$ cat config.mk
export PLATFORM = sky130hd
export DESIGN_NAME = riscv_run_ctrl
export DESIGN_NICKNAME = d
export VERILOG_FILES = /design/src/rtl/riscv_pkg.sv /design/src/rtl/run_sig_misr.sv /design/src/rtl/riscv_run_ctrl.sv
export SDC_FILE = /design/constraint.sdc
export NUM_CORES = 1
export LEC_CHECK = 0
export CAP_MARGIN = 5
export CORE_UTILIZATION = 57
export CTS_BUF_LIST = sky130_fd_sc_hd__clkbuf_8
export CTS_CLUSTER_DIAMETER = 150
export DETAILED_ROUTE_END_ITERATION = 6
export PLACE_DENSITY = 0.88
export SLEW_MARGIN = 30
export SYNTH_ARGS = -nofsm -noshare
export SYNTH_HDL_FRONTEND = slang
export SYNTH_SLANG_ARGS = --single-unit
$ cat constraint.sdc
create_clock -name clock -period 5.3 [get_ports clock]
set_input_delay 1.59 -clock clock [delete_from_list [all_inputs] [get_ports clock]]
set_output_delay 1.59 -clock clock [all_outputs]
set_load 0.05 [all_outputs]
$ cat src/rtl/riscv_pkg.sv
// Shared types and helpers for the RISC-V run controller.
// Holds the run FSM encoding and the signature step function.
package riscv_pkg;

  typedef enum logic [1:0] {
    ST_IDLE = 2'd0,
    ST_HOLD = 2'd1,
    ST_RUN  = 2'd2,
    ST_DONE = 2'd3
  } run_state_e;

  // Widest signature the step helper supports.
  localparam int SIG_MAX_W = 64;

  // One signature step: rotate left by one within w bits, then
  // XOR in the folded sample. Bits above w must be zero on entry.
  function automatic logic [SIG_MAX_W-1:0] sig_step(
    input logic [SIG_MAX_W-1:0] s,
    input logic [SIG_MAX_W-1:0] f,
    input int                   w
  );
    logic [SIG_MAX_W-1:0] m;
    logic [SIG_MAX_W-1:0] r;
    m = {SIG_MAX_W{1'b1}} >> (SIG_MAX_W - w);
    r = ((s << 1) | (s >> (w - 1))) & m;
    return r ^ f;
  endfunction

endpackage

$ cat src/rtl/run_sig_misr.sv
// Signature register for the run controller.
// Folds all channels per sample into a rotating XOR signature.
module run_sig_misr
  import riscv_pkg::*;
#(
  parameter int WIDTH = 32,
  parameter int NCH   = 3
) (
  input  logic                 clock,
  input  logic                 reset,
  input  logic                 clr,
  input  logic                 en,
  input  logic [NCH*WIDTH-1:0] din,
  output logic [WIDTH-1:0]     sig
);

  logic [WIDTH-1:0] sig_q;
  logic [WIDTH-1:0] sig_d;
  logic [WIDTH-1:0] fold;

  // XOR-reduce every channel of the sample.
  always_comb begin
    fold = '0;
    for (int c = 0; c < NCH; c++) begin
      fold = fold ^ din[c*WIDTH +: WIDTH];
    end
  end

  // Clear wins over sampling; otherwise hold.
  always_comb begin
    sig_d = sig_q;
    if (clr) begin
      sig_d = '0;
    end else if (en) begin
      sig_d = WIDTH'(sig_step(SIG_MAX_W'(sig_q),
                              SIG_MAX_W'(fold),
                              WIDTH));
    end
  end

  // Signature state with synchronous reset.
  always_ff @(posedge clock) begin
    if (reset) begin
      sig_q <= '0;
    end else begin
      sig_q <= sig_d;
    end
  end

  assign sig = sig_q;

endmodule

$ cat src/rtl/riscv_run_ctrl.sv
// Run controller: holds the core in reset, samples its outputs,
// and reports signature, sample count, stall and pass/fail.
module riscv_run_ctrl
  import riscv_pkg::*;
#(
  parameter int WIDTH       = 32,
  parameter int NCH         = 3,
  parameter int RST_CYCLES  = 10,
  parameter int RUN_CYCLES  = 50,
  parameter int STALL_LIMIT = 16
) (
  input  logic                              clock,
  input  logic                              reset,
  input  logic                              start,
  input  logic                              abort,
  input  logic [NCH*WIDTH-1:0]              dut_out,
  input  logic [WIDTH-1:0]                  exp_sig,
  output logic                              dut_reset,
  output logic                              running,
  output logic                              done,
  output logic                              pass,
  output logic                              stall,
  output logic [WIDTH-1:0]                  sig,
  output logic [$clog2(RUN_CYCLES+1)-1:0]   cycles
);

  localparam int CW = $clog2(RUN_CYCLES + 1);
  localparam int RW = $clog2(RST_CYCLES + 1);
  localparam int SW = $clog2(STALL_LIMIT + 1);

  run_state_e           state_q, state_d;
  logic [RW-1:0]        rst_cnt_q, rst_cnt_d;
  logic [CW-1:0]        cycles_q, cycles_d;
  logic                 stall_q, stall_d;
  logic [SW-1:0]        scnt_q, scnt_d;
  logic [NCH*WIDTH-1:0] prev_q, prev_d;
  logic                 have_prev_q, have_prev_d;
  logic                 clr;
  logic                 en;
  logic                 match;

  // Next-state, counters and stall detection.
  always_comb begin
    state_d     = state_q;
    rst_cnt_d   = rst_cnt_q;
    cycles_d    = cycles_q;
    stall_d     = stall_q;
    scnt_d      = scnt_q;
    prev_d      = prev_q;
    have_prev_d = have_prev_q;
    clr         = 1'b0;
    en          = 1'b0;
    match       = have_prev_q && (dut_out == prev_q);
    unique case (state_q)
      ST_IDLE: begin
        if (start) begin
          state_d = ST_HOLD;
          clr     = 1'b1;
        end
      end
      ST_HOLD: begin
        if (abort) begin
          state_d = ST_IDLE;
        end else if (rst_cnt_q == RW'(RST_CYCLES - 1)) begin
          state_d = ST_RUN;
        end else begin
          rst_cnt_d = rst_cnt_q + RW'(1);
        end
      end
      ST_RUN: begin
        if (abort) begin
          state_d = ST_IDLE;
        end else begin
          en          = 1'b1;
          prev_d      = dut_out;
          have_prev_d = 1'b1;
          scnt_d      = match ? scnt_q + SW'(1) : '0;
          if (cycles_q != CW'(RUN_CYCLES)) begin
            cycles_d = cycles_q + CW'(1);
          end
          if (scnt_d == SW'(STALL_LIMIT)) begin
            stall_d = 1'b1;
            state_d = ST_DONE;
          end else if (cycles_d == CW'(RUN_CYCLES)) begin
            state_d = ST_DONE;
          end
        end
      end
      ST_DONE: begin
        if (start) begin
          state_d = ST_HOLD;
          clr     = 1'b1;
        end
      end
      default: state_d = ST_IDLE;
    endcase
    if (clr) begin
      rst_cnt_d   = '0;
      cycles_d    = '0;
      stall_d     = 1'b0;
      scnt_d      = '0;
      have_prev_d = 1'b0;
    end
  end

  // Control state with synchronous reset.
  always_ff @(posedge clock) begin
    if (reset) begin
      state_q     <= ST_IDLE;
      rst_cnt_q   <= '0;
      cycles_q    <= '0;
      stall_q     <= 1'b0;
      scnt_q      <= '0;
      prev_q      <= '0;
      have_prev_q <= 1'b0;
    end else begin
      state_q     <= state_d;
      rst_cnt_q   <= rst_cnt_d;
      cycles_q    <= cycles_d;
      stall_q     <= stall_d;
      scnt_q      <= scnt_d;
      prev_q      <= prev_d;
      have_prev_q <= have_prev_d;
    end
  end

  run_sig_misr #(
    .WIDTH (WIDTH),
    .NCH   (NCH)
  ) u_misr (
    .clock (clock),
    .reset (reset),
    .clr   (clr),
    .en    (en),
    .din   (dut_out),
    .sig   (sig)
  );

  assign dut_reset = (state_q == ST_IDLE) || (state_q == ST_HOLD);
  assign running   = (state_q == ST_RUN);
  assign done      = (state_q == ST_DONE);
  assign pass      = done && (sig == exp_sig) && !stall_q;
  assign stall     = stall_q;
  assign cycles    = cycles_q;

endmodule

# --- Word level (Yosys, flattened, before mapping) ---
# Index checks and enable logic that the tools add are counted.
word_totals:
  regBits: 147
  input_bits: 132
  out_inout_bits: 43
op_classes:
  addsub: 3
  n_eq_ne: 12
  mux: 15
  n_bitwise: 6
  reduce_logical: 12
ops:
  columns: ["operator", "n"]
  rows:
  - ["$eq A96 B96 Y1", 1]
  - ["$xor A32 B32 Y32", 3]
  - ["$eq A32 B32 Y1", 1]
  - ["$or A32 B1 Y32", 1]
  - ["$mux W6", 3]
  - ["$mux W2", 6]
  - ["$reduce_and A3 Y1", 3]
  - ["$add A6 B1 Y6 const B", 1]
  - ["$eq A6 B6 Y1 const B", 1]
  - ["$ne A6 B6 Y1 const B", 1]
  - ["$pmux W2 S3", 1]
  - ["$add A5 B1 Y5 const B", 1]
  - ["$eq A5 B5 Y1 const B", 1]
  - ["$mux W5", 1]
  - ["$add A4 B1 Y4 const B", 1]
  - ["$eq A2 B2 Y1 const B", 2]
  - ["$eq A4 B4 Y1 const B", 1]
  - ["$mux W1", 4]
  - ["$ne A4 B2 Y1 const B", 1]
  - ["$reduce_or A2 Y1", 2]
  - ["$logic_and A1 B1 Y1", 3]
  - ["$ne A3 B3 Y1 const B", 1]
  - ["$eq A2 B1 Y1 const B", 1]
  - ["$logic_not A2 Y1", 1]
  - ["other kinds (5)", 6]

# --- Depth between registers and ports, before layout ---
depth:
  ltp_word: 9
  mapped_depth: 8

# --- By module ---
# Synthesis repeated with hierarchy kept, for this count alone.
unflattened:
  cells_unflattened: 1060
  hier_area_um2: 8328.0
by_module_without_submodules:
  columns: ["module", "instances", "cells_each", "area_per_inst_um2", "seq_area_each_um2"]
  rows:
  - ["riscv_run_ctrl", 1, 857, 6457.4, 2302.2]
  - ["run_sig_misr", 1, 203, 1870.5, 640.6]

# --- Least setup slack after synthesis ---
# Ideal clock, no wire load.
synth_timing:
  path_type: "input to output"
  from: "in exp_sig[14]"
  to: "out pass"
  arrival_ns: 3.733
  required_time_ns: 3.710
  path_slack_ns: -0.023
  stages: 5
  path_buffers: 0
  cell_sequence: "xnor2_1 -> nand4_1 -> nor4_1 -> nand3_1 -> nor4_1"
synth_between:
  elab_chain_cells: 3
synth_rtl:
  columns: ["item", "line_no", "rtl"]
  rows:
  - ["start, declared", "riscv_run_ctrl.sv:17", "input logic [WIDTH-1:0] exp_sig,"]
  - ["$eq A32 B32 Y1", "riscv_run_ctrl.sv:142", "assign pass = done && (sig == exp_sig) && !stall_q;"]
  - ["$logic_and A1 B1 Y1 (2 in series)", "riscv_run_ctrl.sv:142", null]
  - ["end, declared", "riscv_run_ctrl.sv:21", "output logic pass,"]
# Every way passes these cells.

# --- Worst setup path in the final report ---
layout_timing:
  from: "in exp_sig[30]"
  to: "out pass"
# Same word-level chain as after synthesis.

==> summary.txt <==
Global routing
  – Most crowded layer after global routing: met2
  – Initial antenna violation count: 0
  – Vias in the first global route: 7113
  – Total grt overflow: 0
  – Largest net degree at the start of global routing: 99
  – Met3 usage: 5.34%
  – Met2 Usage GRT: 57.0%
  – First-pass GRT wire length: 38700 um
  – M1 GR Usage: 47.6%
  – Overall Global Routing Usage: 35.2%

Setup path
  – Slowest stage delay, CP: 0.42 ns
  – R2R cell count: 7
  – Reg2Reg Launch Point: prev_q[28]
  – Reg-to-Reg End: scnt_q[4]
  – Element type at the critical path start: primary input
  – Delay-heaviest family, CP: simple AND/OR/NAND/NOR gates
  – Slowest stage cell, crit path: clkdlybuf4s50_1
  – Crit-path max FO: 1
  – Cell Chain, Critical Path: clkdlybuf4s50_1, xnor2_1, nand4_1, nor4_1, nand3_1, nor4_2, buf_12
  – Class of the most critical setup path: in2out
  – Flop2flop setup slack: 2.45 ns
  – Worst EP arrival: 3.50 ns
  – Worst EP required: 3.71 ns
  – CP Buf/Inv Count: 2
  – CP endpoint kind: output pin

Synthesis
  – Avg Synthesized Cell Area: 7.96 um2
  – Sequential element share of the synthesized area: 35.9%
  – Syn. warnings: 0
  – Cell Area, Synth: 8190 um2
  – Async set-reset flop share out of synthesis: 0%
  – Netlist cell types: 47
  – Post-synthesis cell count: 1028
  – Flops & latches, synth: 147
  – Area contributors post-synth: dfxtp_1, xnor2_1, nand2_1, a21oi_1, xor2_1
  – EDFF count, synth: 0
  – Area fraction of the dominant cell type after synthesis: 35.9%
  – Synth Flop Type: dfxtp_1
  – Synth area leader: dfxtp_1
  – Syn_nets: 1169

Finish
  – Antenna fix cells: 0
  – Non-filler instance count after layout: 1374
  – Commonest non-fill, non-tap cell in the layout: nand2_1
  – Ratio of cells with drive above 1 in the final layout: 4.27%
  – Area grow syn2layout: 29.0%
  – Most frequent cells in the layout: nand2_1, clkdlybuf4s50_1, xnor2_1, dfxtp_1, a21oi_1
  – Nets: 1322
  – Fillers: 989
  – Final instance area: 10600 um2

STA
  – Relative slew slack: 37.6%
  – Clock Skew: 0.00903 ns
  – RSZ-0062 raised after global routing: false
  – Finish-stage setup viols: 0
  – Hold slack: 0.467 ns
  – Crit path time final: 5.09 ns
  – Final hold vios: 0
  – FMAX: 196 MHz
  – Fin crit share: 96.1%
  – Slew at the pin with the worst max-slew slack: 0.935 ns
  – Total Neg Setup Slack: 0 ns
  – Max-slew violations: 0
  – Setup WS post-layout: 0.207 ns

Worst hold path
  – Min-Delay Endpoint: prev_q[42]
  – Hold Crit Start: prev_q[42]
  – Worst hold path type: reg2reg
  – Hold path depth: 2

Routing
  – Via count: 8001
  – WL final: 26000 um
  – First-pass DRT Iterations: 7
  – WL/cell: 18.9 um
  – Via density: 5.82
  – Post-route ant nets: 0
  – DRC Markers: 0
  – DRT iter0 DRCs: 835

Clock tree
  – H-tree levels: 4
  – Postcts setup bufs: 0
  – CTS max path bufs: 2
  – CTS tree: done
  – # hold bufs at CTS: 0
  – Clock transition at the registers of the reported paths: 0.07 ns
  – Root Buffer: clkbuf_8
  – Sink Count: 147
  – PostCTS Resize Cnt: 0
  – CTS buffer count: 17
  – Clk_lat worst skew: 0.47 ns

Placement
  – Post-DP HPWL: 19900 um
  – Placed cells: 1342
  – Port Buffers: 174
  – Global placement routability congestion: 0.963
  – Cell Area, Placed: 10100 um2
  – Setup slack after placement: 0.220 ns

Die
  – Core area: 13900 um2
  – Die area: 14800 um2
  – IO Count: 175
  – # rows: 43
  – Die W: 122 um
  – Initial Utilization: 58.8%
  – Die Y: 122 um

Status
  – Outcome: complete, no violations

Flow run
  – Number of max-cap violations: 0

Power and ir drop
  – Leakage: 3.49 nW
  – Max IR drop VDD: 0.201 mV
  – PwrDens: 326 nW/um2
==> worst max path at each step <==
stage / cells after the start / slack [ns] / startpoint / end
2_1_floorplan: 5 / 0.53 / exp_sig[14] / pass
4_1_cts: 7 / 0.21 / exp_sig[9] / pass
5_1_grt: 7 / 0.12 / exp_sig[13] / pass
3_5_place_dp: 7 / 0.22 / exp_sig[9] / pass
3_3_place_gp: 7 / 0.28 / exp_sig[6] / pass
6_report: 7 / 0.21 / exp_sig[30] / pass
==> cells by family (layout without fill, tap and decap cells) <==
logic type,after synthesis,in the layout,synth area share (%)
AO/OA/AOI/OAI,167,167,12.2
XOR/XNOR,194,194,20.8
adder cells (fa/ha/maj),9,9,1.38
buffers and inverters,71,237,3.26
flip-flops,147,147,35.9
multiplexers,1,1,0.122
AND/OR/NAND/NOR,439,439,26.3
==> per-layer routing <==
| metal | wire length [um] | vias to the layer above | part of all wire [%] |
|---|---|---|---|
| met5 | 0 | - | 0 |
| met4 | 597 | 0 | 2.3 |
| met3 | 2430 | 37 | 9.3 |
| met2 | 12100 | 403 | 46 |
| met1 | 10900 | 3764 | 42 |
| li1 | - | 3797 | - |
==> final cells by class <==
| type | count | area [um2] | area share [%] |
|---|---|---|---|
| clock inverter | 10 | 176 | 1.67 |
| tap | 180 | 225 | 2.13 |
| clock buffer | 22 | 303 | 2.87 |
| sequential | 147 | 2940 | 27.9 |
| timing repair buffer | 181 | 1820 | 17.3 |
| inverter | 24 | 90.1 | 0.853 |
| multi-input combinational | 810 | 5000 | 47.3 |
==> stage by stage <==
stage | power, W | utilization [%]
after global placement | 0.00236 | 72.1
final | 0.00344 | 75.8
after CTS | 0.00342 | 75.7
after global routing | 0.00357 | 75.8
after detailed placement | 0.00239 | 72.3
after floorplan | 0.00200 | -
==> worst register-to-register path, cell delays in order (launching register included) <==
cell and delay [ns]:
dfxtp_1 0.33, xor2_1 0.18, nor4_1 0.75, nand4_1 0.21, or4_4 0.59, nor4_4 0.34
nand2_1 0.19, o22ai_1 0.19
==> cell usage after synthesis (all sizes together) (2+ instances only) <==
cell and n:
a311oi 2, xor2 47, a2111oi 4, o22ai 5, nand4 31, or4 9, dfxtp 147, nand2 200
or4b 2, nand3 13, a21oi 104, nor2b 43, o21ai 5, and4 2, ha 9, inv 24
xnor2 147, o2111ai 6, nor3 8, clkbuf 39, nor3b 2, nor4 36, a211oi 34, nor2 56
nand4b 2, nand2b 29, buf 8
==> flip-flops by register name (all words and copies together), names as in the netlist <==
signal       flops
stall            1
prev_q          96
rst_cnt_q        4
state_q          2
u_misr.sig      32
cycles           6
have_prev_q      1
scnt_q           5
==> power by group <==
part | total, W | switching [W] | internal, W
clock | 0.00104 | 0.000425 | 0.000619
combinational | 0.00108 | 0.000645 | 0.000438
sequential | 0.00131 | 0.000104 | 0.00121
Note: power is estimated with default switching activity, not from simulation.
